**config.mk**
```make
export PLATFORM = sky130hd
export DESIGN_NAME = output_pack_writer
export DESIGN_NICKNAME = d
export VERILOG_FILES = /design/src/rtl/output_pack_writer_pkg.sv /design/src/rtl/output_word_fifo.sv /design/src/rtl/output_pack_writer.sv
export SDC_FILE = /design/constraint.sdc
export NUM_CORES = 1
export LEC_CHECK = 0
export CORE_MARGIN = 5
export CORE_UTILIZATION = 40
export CTS_BUF_LIST = sky130_fd_sc_hd__clkbuf_8
export CTS_CLUSTER_SIZE = 8
export DETAILED_ROUTE_END_ITERATION = 6
export GPL_ROUTABILITY_DRIVEN = 0
export PLACE_DENSITY = 0.63
export SYNTH_ARGS = -nofsm -noshare
export SYNTH_HDL_FRONTEND = slang
export SYNTH_SLANG_ARGS = --single-unit
```
**constraint.sdc**
```tcl
create_clock -name clock -period 3.1 [get_ports clock]
set_input_delay 0.62 -clock clock [delete_from_list [all_inputs] [get_ports clock]]
set_output_delay 0.62 -clock clock [all_outputs]
set_load 0.01 [all_outputs]
```
**src/rtl/output_pack_writer_pkg.sv**
```systemverilog
// Shared output-pipeline definitions: writer FSM states and word geometry.
package output_pack_writer_pkg;

    localparam int BYTES_PER_WORD = 4;
    localparam int WORD_W         = 8 * BYTES_PER_WORD;

    typedef enum logic [2:0] {
        ST_IDLE,
        ST_RUN,
        ST_FLUSH,
        ST_DRAIN,
        ST_DONE
    } state_e;

endpackage

```
**src/rtl/output_word_fifo.sv**
```systemverilog
// Word FIFO between the byte packer and the output memory write port.
module output_word_fifo #(
    parameter int WIDTH = 32,
    parameter int DEPTH = 4
) (
    input  logic             clock,
    input  logic             reset_n,
    input  logic             push_i,
    input  logic [WIDTH-1:0] data_i,
    input  logic             pop_i,
    output logic [WIDTH-1:0] head_o,
    output logic             empty_o,
    output logic             full_o,
    output logic             one_o
);

    localparam int AW = $clog2(DEPTH);
    localparam logic [AW:0] PTR_ONE = 1;

    // Extra MSB on each pointer distinguishes full from empty when indices match.
    logic [AW:0]      wr_ptr_q;
    logic [AW:0]      rd_ptr_q;
    logic [WIDTH-1:0] mem_q [DEPTH];
    logic             do_pop;
    logic             do_push;

    assign empty_o = (wr_ptr_q == rd_ptr_q);
    assign full_o  = (wr_ptr_q[AW] != rd_ptr_q[AW]) &&
                     (wr_ptr_q[AW-1:0] == rd_ptr_q[AW-1:0]);
    assign one_o   = ((wr_ptr_q - rd_ptr_q) == PTR_ONE);
    assign do_pop  = pop_i && !empty_o;
    // A push into a full FIFO still lands if a slot is freed in the same cycle.
    assign do_push = push_i && (!full_o || do_pop);
    assign head_o  = mem_q[rd_ptr_q[AW-1:0]];

    always_ff @(posedge clock or negedge reset_n) begin
        if (!reset_n) begin
            wr_ptr_q <= '0;
            rd_ptr_q <= '0;
        end else begin
            if (do_push) wr_ptr_q <= wr_ptr_q + PTR_ONE;
            if (do_pop)  rd_ptr_q <= rd_ptr_q + PTR_ONE;
        end
    end

    always_ff @(posedge clock) begin
        if (do_push) mem_q[wr_ptr_q[AW-1:0]] <= data_i;
    end

endmodule

```
**src/rtl/output_pack_writer.sv**
```systemverilog
// Packs a byte stream little-endian into 32-bit words and writes them to output memory.
module output_pack_writer
    import output_pack_writer_pkg::*;
#(
    parameter int FIFO_DEPTH = 4
) (
    input  logic        clock,
    input  logic        reset_n,
    input  logic        frame_start_i,
    input  logic [15:0] wr_base_i,
    input  logic [7:0]  byte_in_i,
    input  logic        byte_valid_i,
    input  logic        stream_done_i,
    output logic        wr_req_o,
    output logic [15:0] wr_addr_o,
    output logic [31:0] wr_data_o,
    input  logic        wr_ack_i,
    output logic        overflow_o,
    output logic        done_o
);

    state_e            state_q;
    logic [1:0]        cnt_q;
    logic [1:0]        cnt_d;
    logic [WORD_W-1:0] pack_q;
    logic [WORD_W-1:0] pack_d;
    logic [15:0]       addr_q;
    logic              ovf_q;
    logic              done_q;

    logic              push;
    logic              pop;
    logic [WORD_W-1:0] push_data;
    logic [WORD_W-1:0] head;
    logic              fifo_empty;
    logic              fifo_full;
    logic              fifo_one;

    assign pop = !fifo_empty && wr_ack_i;

    always_comb begin
        cnt_d     = cnt_q;
        pack_d    = pack_q;
        push      = 1'b0;
        push_data = pack_q;
        if (state_q == ST_RUN && byte_valid_i) begin
            if (cnt_q == 2'(BYTES_PER_WORD - 1)) begin
                push      = 1'b1;
                push_data = {byte_in_i, pack_q[WORD_W-9:0]};
                cnt_d     = 2'd0;
                pack_d    = '0;
            end else begin
                pack_d[{cnt_q, 3'b000} +: 8] = byte_in_i;
                cnt_d                        = cnt_q + 2'd1;
            end
        end else if (state_q == ST_FLUSH && cnt_q != 2'd0) begin
            // Unfilled upper bytes are already zero since the packer clears on every word.
            push   = 1'b1;
            cnt_d  = 2'd0;
            pack_d = '0;
        end
    end

    always_ff @(posedge clock or negedge reset_n) begin
        if (!reset_n) begin
            state_q <= ST_IDLE;
            cnt_q   <= '0;
            pack_q  <= '0;
            addr_q  <= '0;
            ovf_q   <= 1'b0;
            done_q  <= 1'b0;
        end else begin
            done_q <= 1'b0;
            cnt_q  <= cnt_d;
            pack_q <= pack_d;
            if (pop) addr_q <= addr_q + 16'd1;
            if (push && fifo_full && !pop) ovf_q <= 1'b1;
            case (state_q)
                ST_IDLE: begin
                    if (frame_start_i) begin
                        state_q <= ST_RUN;
                        addr_q  <= wr_base_i;
                        cnt_q   <= '0;
                        pack_q  <= '0;
                        ovf_q   <= 1'b0;
                    end
                end
                ST_RUN:   if (stream_done_i) state_q <= ST_FLUSH;
                ST_FLUSH: state_q <= ST_DRAIN;
                ST_DRAIN: begin
                    // Leave as soon as the final outstanding write is acknowledged.
                    if (fifo_empty || (fifo_one && pop)) begin
                        state_q <= ST_DONE;
                        done_q  <= 1'b1;
                    end
                end
                ST_DONE:  state_q <= ST_IDLE;
                default:  state_q <= ST_IDLE;
            endcase
        end
    end

    output_word_fifo #(
        .WIDTH (WORD_W),
        .DEPTH (FIFO_DEPTH)
    ) u_fifo (
        .clock   (clock),
        .reset_n (reset_n),
        .push_i  (push),
        .data_i  (push_data),
        .pop_i   (pop),
        .head_o  (head),
        .empty_o (fifo_empty),
        .full_o  (fifo_full),
        .one_o   (fifo_one)
    );

    assign wr_req_o   = !fifo_empty;
    assign wr_addr_o  = addr_q;
    assign wr_data_o  = fifo_empty ? '0 : head;
    assign overflow_o = ovf_q;
    assign done_o     = done_q;

endmodule

```
# Yosys cells after proc, flatten, opt, wreduce, memory -nomap -nowiden
# Memory sizes are Yosys's and may differ from the RTL's.
# Index checks and enable logic that the tools add are counted.
[op_classes]
magnitude_cmp = 0
multipliers = 0
shift = 2
bitwise = 0
eq_ne = 11
mux = 31
reduce_logical = 17
n_div = 0
n_addsub = 6
[ops]
columns = ["operator", "n"]
rows = [
  ["two-way mux 32 bit", 8],
  ["two-way mux 16 bit", 3],
  ["bitwise mux 32 bit", 1],
  ["variable shift 8 x 7 -> 32 bit (first input constant)", 1],
  ["indexed part select 8 x 7 -> 32 bit", 1],
  ["adder 16 x 1 -> 16 bit (second input constant)", 1],
  ["case mux 3 bit (4 select lines)", 1],
  ["two-way mux 1 bit", 10],
  ["two-way mux 2 bit", 5],
  ["logical AND 1 bit", 9],
  ["two-way mux 3 bit", 3],
  ["negation 5 -> 7 bit", 1],
  ["adder 3 x 1 -> 3 bit (second input constant)", 2],
  ["== test 3 x 1 -> 1 bit (second input constant)", 2],
  ["== test 3 x 2 -> 1 bit (second input constant)", 2],
  ["!= test 2 bit (second input constant)", 3],
  ["== test 3 bit", 1],
  ["zero test 1 bit", 3],
  ["zero test 3 bit", 1],
  ["AND reduction 3 bit", 1],
  ["subtractor 3 bit", 1],
  ["adder 2 x 1 -> 2 bit (second input constant)", 1],
  ["== test 2 bit", 1],
  ["== test 2 bit (second input constant)", 1],
  ["other kinds (3)", 4],
]
[totals]
mem_count = 1
ram_bits = 128
out_inout_bits = 51
inputBits = 30
elab_cells = 76
latch_bits = 0
regBits = 61
mem_bits_ro = 0
[mem_list]
columns = ["memory", "words", "width", "read_ports", "rd_clocked_by_memory_dff", "wr", "line_no", "text"]
rows = [
  ["u_fifo.mem_q", 4, 32, 1, 0, 1, "output_word_fifo.sv:23", "logic [WIDTH-1:0] mem_q [DEPTH];"],
]

# Depth between registers and ports, before layout
[logic_depth]
depth_word = 9
ltp_mapped = 9
ltp_nobuf = 7

# By module
# Synthesis repeated with hierarchy kept, for this count alone.
[unflattened]
cells_unflattened = 487
area_unflattened_um2 = 7961.4
[modules_own_cells]
columns = ["module", "instances", "cells_each", "area_each_um2"]
rows = [
  ["output_word_fifo", 1, 212, 5066.1],
  ["output_pack_writer", 1, 275, 2895.3],
]

# Least setup slack after synthesis
# No wires, ideal clock.
[synth_timing]
path_type = "reg2reg"
startpoint = "reg u_fifo.rd_ptr_q[1]"
endpoint = "mem u_fifo.mem_q[0][0], enable pin"
t_required_ns = 2.726
path_stages_with_launch = 8
setup_ns = 0.374
path_buffers = 2
arrival_ns = 2.422
path_slack_ns = 0.303
path_cell_list = "dfrtp_1 clkbuf_1 clkbuf_1 inv_1 ha_1 and3b_1 a221oi_4 and2_2"
[synth_via]
elab_chain_cells = 8
elab_cells_between_ends = 11
classes_between = "eq/ne: 2; mux: 2; reduce/logical: 7"
[synth_lines]
columns = ["item", "line_no", "text"]
rows = [
  ["start: declaration", "output_word_fifo.sv:22", "logic [AW:0] rd_ptr_q;"],
  ["start signal: assignment", "output_word_fifo.sv:42", "if (do_pop) rd_ptr_q <= rd_ptr_q + PTR_ONE;"],
  ["== test 3 bit", "output_word_fifo.sv:27", "assign empty_o = (wr_ptr_q == rd_ptr_q);"],
  ["zero test 1 bit", "output_word_fifo.sv:31, output_pack_writer.sv:39", ""],
  ["logical AND 1 bit", "output_pack_writer.sv:39", "assign pop = !fifo_empty && wr_ack_i;"],
  ["logical AND 1 bit", "output_word_fifo.sv:31", "assign do_pop = pop_i && !empty_o;"],
  ["logical OR 1 bit *", "output_word_fifo.sv:33", "assign do_push = push_i && (!full_o || do_pop);"],
  ["logical AND 1 bit *", "output_word_fifo.sv:33", ""],
  ["two-way mux 1 bit *", "output_word_fifo.sv:47", "if (do_push) mem_q[wr_ptr_q[AW-1:0]] <= data_i;"],
  ["two-way mux 1 bit (implied by the code) *", "output_word_fifo.sv:47", ""],
  ["end: declaration", "output_word_fifo.sv:23", ""],
]
# Every way passes the cells marked *; elsewhere a longest branch is shown, timed or not.

# Final worst setup path
[layout_timing]
startpoint = "reg u_fifo.rd_ptr_q[0]"
endpoint = "out wr_data_o[31]"
[layout_via]
elab_chain_cells = 2
elab_cells_between_ends = 3
classes_between = "eq/ne: 1; mux: 1; memory: 1"
[layout_lines]
columns = ["item", "line_no", "text"]
rows = [
  ["memory read (4 x 32 bit) / == test 3 bit (equally long branches)", "--", ""],
  ["two-way mux 32 bit *", "output_pack_writer.sv:120", "assign wr_data_o = fifo_empty ? '0 : head;"],
  ["end: declaration", "output_pack_writer.sv:16", "output logic [31:0] wr_data_o,"],
]
# Marks and branches as above.

==> impl_metrics.py <==
metrics = {
    "worst_setup_path": {
        "crit_fanout": 24,
        "critical_path_launch_point_type": "flip-flop",
        "critical_path.startpoint": "u_fifo.rd_ptr_q[0]$_DFFE_PN0P_",
        "timing.critical_path.slowest_cell_delay_ns": 0.56,
        "timing.setup.critical_path_class": "reg -> out",
        "crit_chain": "buf_12 > mux4_2 > and2_1 > clkdlybuf4s50_1",
        "cp_slowest_cell": "sky130_fd_sc_hd__mux4_2",
        "timing.critical_path.required_ns": 2.48,
        "worst_setup_path_end_kind": "output pin",
        "critPathArrivalTime_ns": 2.36,
        "timing.rr.start": "cnt_q[0]$_DFF_PN0_",
    },
    "global_routing": {
        "grt_overflow_total": 0,
        "grtUsageMet2": 0.2621,
        "grt_pass1_vias": 5094,
        "grt_pass1_wl_um": 28240,
        "globalRoute.busiestLayer": "met2",
        "total_routing_usage_reported_by_global_routing": 0.1634,
        "global_route.usage.met1": 0.2191,
        "largest_net_degree_at_the_start_of_global_routing": 36,
        "grt.met3_usage": 0.03986,
        "number_of_antenna_violations_at_the_first_check_in_global_routing": 1,
    },
    "final_layout": {
        "diodes": 0,
        "proportion_of_layout_cells_with_a_drive_suffix_above_1": 0.1828,
        "nets": 660,
        "area_growth_syn_to_layout_pct": 20.78,
    },
    "die": {
        "chipWidth_um": 151.6,
        "die_footprint_um2": 22990,
        "coreArea_um2": 19590,
        "chipHeight_um": 151.6,
        "top_level_ports": 81,
        "start_util": 0.4095,
        "fp-row-count": 51,
    },
    "pwr": {
        "power-per-cell-area_nw_per_um2": 907.0,
        "p_int_mw": 5.753,
        "max-vdd-ir-drop_mv": 0.3918,
        "power_leakage_nw": 3.464,
        "switching_power_summed_over_all_nets_mw": 3.034,
        "clockPowerShare": 0.178,
        "p_seq_frac": 0.398,
        "power.share.switching": 0.3453,
        "pwr-share-comb": 0.424,
        "finalPower_mw": 8.787,
    },
    "clock_network": {
        "clock_sinks": 189,
        "tritoncts": "yes",
        "number_of_buffers_inserted_during_clock_tree_synthesis": 17,
        "clk_latency_ns": 0.45,
        "clock_tree.buffer_depth": 2,
        "worst_setup_hold_path_clk_slew_ns": 0.09,
        "cts.root.buffer_cell": "sky130_fd_sc_hd__clkbuf_8",
        "cts_max_level": 4,
    },
    "drt": {
        "routed_wirelength_um": 17710,
        "drc": 0,
        "vias": 4803,
        "detailedRoute.firstIterationViolations": 360,
        "routed_wire_length_per_instance_um": 19.81,
        "detail_route.vias_per_cell": 5.372,
        "final_antenna_net_count": 0,
        "first_pass_iters": 4,
    },
    "timing": {
        "max_slew.worst_pin.slew_ns": 0.7955,
        "slew_headroom": 0.4697,
        "rsz_0062_raised_after_global_routing": "false",
        "fmaxAchievable_ghz": 0.3351,
        "post_route_fraction_of_the_period_consumed_by_the_critical_path": 0.9625,
        "setup-tns-final_ns": 0,
        "timing.final.hold_violations": 0,
        "final_worst_path_period_need_ns": 2.984,
        "finClkSkew_ns": 0.01125,
        "finalSetupViolCount": 0,
        "report.final.slew_viol_count": 0,
    },
    "yosys": {
        "synth.avg_cell_area_um2": 15.43,
        "synth-seq-area-share": 0.6695,
        "syn_nets": 564,
        "post_synth_xor_area_fraction": 0.01716,
        "synth_top_family_by_area": "multiplexers",
        "synth_simple_gate_area_frac": 0.1011,
        "synth_flop_cell": "sky130_fd_sc_hd__edfxtp_1",
        "synth_enable_flop_cells": 128,
        "synth.ff_latch_count": 189,
        "yosysWarnings": 0,
        "netlist-cell-type-count": 51,
        "netlist_area_um2": 8021,
        "gate_count_of_the_mapped_netlist": 520,
        "synth_area_in_compound_gates": 0.06770,
        "synth_adder_area_share": 0.02277,
        "synth.area.mux_share": 0.1037,
        "async_flop_share": 0.3228,
    },
    "place": {
        "detailed_placer_s_ending_hpwl_um": 10700,
        "port_buffers": 80,
    },
    "job": {
        "timing.max_cap.violations": 0,
    },
    "run_status": {
        "outcome": "complete, no violations",
    },
    "hold_path": {
        "holdCritPathClass": "in -> async",
    },
}
-- area by class of cell --
class | instances | area [um^2]
multi-input cells | 301 | 2571
clock inverters | 15 | 150.1
clock buffers | 17 | 234.0
well taps | 265 | 331.6
inverters | 7 | 26.28
fillers | 1660 | 9902
repair buffers | 100 | 1003
flip-flops and latches | 189 | 5371
-- state kept, by name, indices dropped and copies added, names as in the netlist --
| name | count |
|---|---|
| overflow_o | 1 |
| u_fifo.mem_q | 128 |
| done_o | 1 |
| state_q | 3 |
| cnt_q | 2 |
| pack_q | 32 |
| wr_addr_o | 16 |
| u_fifo.rd_ptr_q | 3 |
| u_fifo.wr_ptr_q | 3 |
-- metrics by stage --
step / cell area [um^2] / worst slack, ns / cells / util / hold WS (ns)
floorplan: 8021 / 0.3031 / 520 / - / 0.3244
detailed placement: 9211 / 0.2617 / 857 / 0.4702 / 0.4651
global placement: 9211 / 0.3546 / 857 / 0.4702 / 0.4635
global route: 9688 / 0.001177 / 894 / 0.4945 / 0.2691
finish: 9688 / 0.1162 / 894 / 0.4945 / 0.2334
CTS: 9642 / 0.002543 / 893 / 0.4922 / 0.2384
-- power by group through the flow --
stage | Sequential [mW] | Clock (mW) | Combinational (mW)
after floorplan | 3.47 | 0 | 1.99
after global placement | 3.49 | 0 | 3.46
after detailed placement | 3.52 | 0 | 3.51
after CTS | 3.47 | 1.60 | 3.71
after global routing | 3.54 | 1.73 | 4.06
final | 3.50 | 1.57 | 3.73
-- Yosys cell counts, types with 2 or more instances --
cell type | count | area share
sky130_fd_sc_hd__edfxtp_1 | 128 | 0.48
sky130_fd_sc_hd__dfrtp_1 | 61 | 0.19
sky130_fd_sc_hd__and2_1 | 40 | 0.031
sky130_fd_sc_hd__nand2_1 | 39 | 0.018
sky130_fd_sc_hd__o21ai_0 | 36 | 0.022
sky130_fd_sc_hd__mux4_2 | 32 | 0.090
sky130_fd_sc_hd__a21oi_1 | 28 | 0.017
sky130_fd_sc_hd__clkbuf_1 | 18 | 0.0084
sky130_fd_sc_hd__ha_1 | 13 | 0.020
sky130_fd_sc_hd__nor2_1 | 13 | 0.0061
sky130_fd_sc_hd__xor2_1 | 10 | 0.011
sky130_fd_sc_hd__mux2_2 | 9 | 0.013
sky130_fd_sc_hd__a31oi_1 | 8 | 0.0062
sky130_fd_sc_hd__buf_2 | 8 | 0.0050
sky130_fd_sc_hd__inv_1 | 7 | 0.0033
sky130_fd_sc_hd__o31ai_1 | 6 | 0.0056
sky130_fd_sc_hd__or4_1 | 6 | 0.0056
sky130_fd_sc_hd__nand3_1 | 4 | 0.0025
sky130_fd_sc_hd__nor3_1 | 4 | 0.0025
sky130_fd_sc_hd__o211ai_1 | 4 | 0.0037
sky130_fd_sc_hd__and2_2 | 3 | 0.0028
sky130_fd_sc_hd__and3_1 | 3 | 0.0023
sky130_fd_sc_hd__and4_1 | 3 | 0.0033
sky130_fd_sc_hd__nand3b_1 | 3 | 0.0028
sky130_fd_sc_hd__xnor2_1 | 3 | 0.0033
sky130_fd_sc_hd__nand4b_1 | 2 | 0.0022
sky130_fd_sc_hd__nor4_4 | 2 | 0.0053
sky130_fd_sc_hd__nor4b_1 | 2 | 0.0022
sky130_fd_sc_hd__o2111ai_1 | 2 | 0.0022
sky130_fd_sc_hd__o21ai_1 | 2 | 0.0012
-- worst max-delay path, delay by kind of cell, from the launching register on --
family	cells	cell delay [ns]
multiplexers	1	0.56
flip-flops	1	0.45
AND/OR/NAND/NOR	1	0.17
buffers and inverters	2	0.72
-- placed cells by master (no fill, tap or decap), types with 3 or more instances in the layout --
cell / n
sky130_fd_sc_hd__nand3_1: 4
sky130_fd_sc_hd__or4_1: 6
sky130_fd_sc_hd__clkbuf_8: 17
sky130_fd_sc_hd__and2_2: 3
sky130_fd_sc_hd__mux4_2: 32
sky130_fd_sc_hd__xor2_1: 9
sky130_fd_sc_hd__and2_1: 40
sky130_fd_sc_hd__inv_1: 9
sky130_fd_sc_hd__and3_1: 3
sky130_fd_sc_hd__nor2_1: 13
sky130_fd_sc_hd__edfxtp_1: 128
sky130_fd_sc_hd__and4_1: 3
sky130_fd_sc_hd__clkdlybuf4s50_1: 79
sky130_fd_sc_hd__dfrtp_1: 60
sky130_fd_sc_hd__mux2_2: 9
sky130_fd_sc_hd__or2_4: 5
sky130_fd_sc_hd__buf_4: 14
sky130_fd_sc_hd__a21oi_1: 28
sky130_fd_sc_hd__ha_1: 12
sky130_fd_sc_hd__nand2_1: 38
sky130_fd_sc_hd__xnor2_1: 3
sky130_fd_sc_hd__clkinvlp_4: 8
sky130_fd_sc_hd__o21ai_0: 36
sky130_fd_sc_hd__o211ai_1: 4
sky130_fd_sc_hd__o31ai_1: 6
sky130_fd_sc_hd__buf_12: 4
sky130_fd_sc_hd__a31oi_1: 8
sky130_fd_sc_hd__nand3b_1: 3
sky130_fd_sc_hd__nor3_1: 4
-- path summary, 6_finish.rpt --
path | endpoint | slack [ns] | cells past startpoint
setup / recovery | wr_data_o[31] | 0.12 | 4
hold / removal | wr_addr_o[1]$_DFF_PN0_ | 0.23 | 1
setup reg to reg | u_fifo.mem_q[3][17]$_DFFE_PP_ | 0.44 | 6
hold reg to reg | pack_q[31]$_DFF_PN0_ | 0.49 | 1
max in group asynchronous | pack_q[18]$_DFF_PN0_ | 2.03 | 2
min in group clock | pack_q[31]$_DFF_PN0_ | 0.49 | 1
-- what timing repair did --
item	CTS	global route
cloned	3	1
resized for setup	7	7
hold buffers	0	0
pin swaps	1	2
hold endpoints to repair	0	0
buffers inserted	1	0
setup endpoints to repair	33	33
-- layer usage --
metal,share of wire,up-vias
li1,-,2164
met1,0.43,2449
met5,0,-
met2,0.49,157
met4,0.024,0
met3,0.059,33
-- kinds of logic (layout without fill, tap and decap cells) --
logic type,after synthesis,after routing
xor+xnor,14,14
fa+ha+maj,14,14
mux,42,42
buf+inv,34,139
flops,189,189
compound gates,92,92
simple gates,135,139
Note: power is estimated with default switching activity, not from simulation.
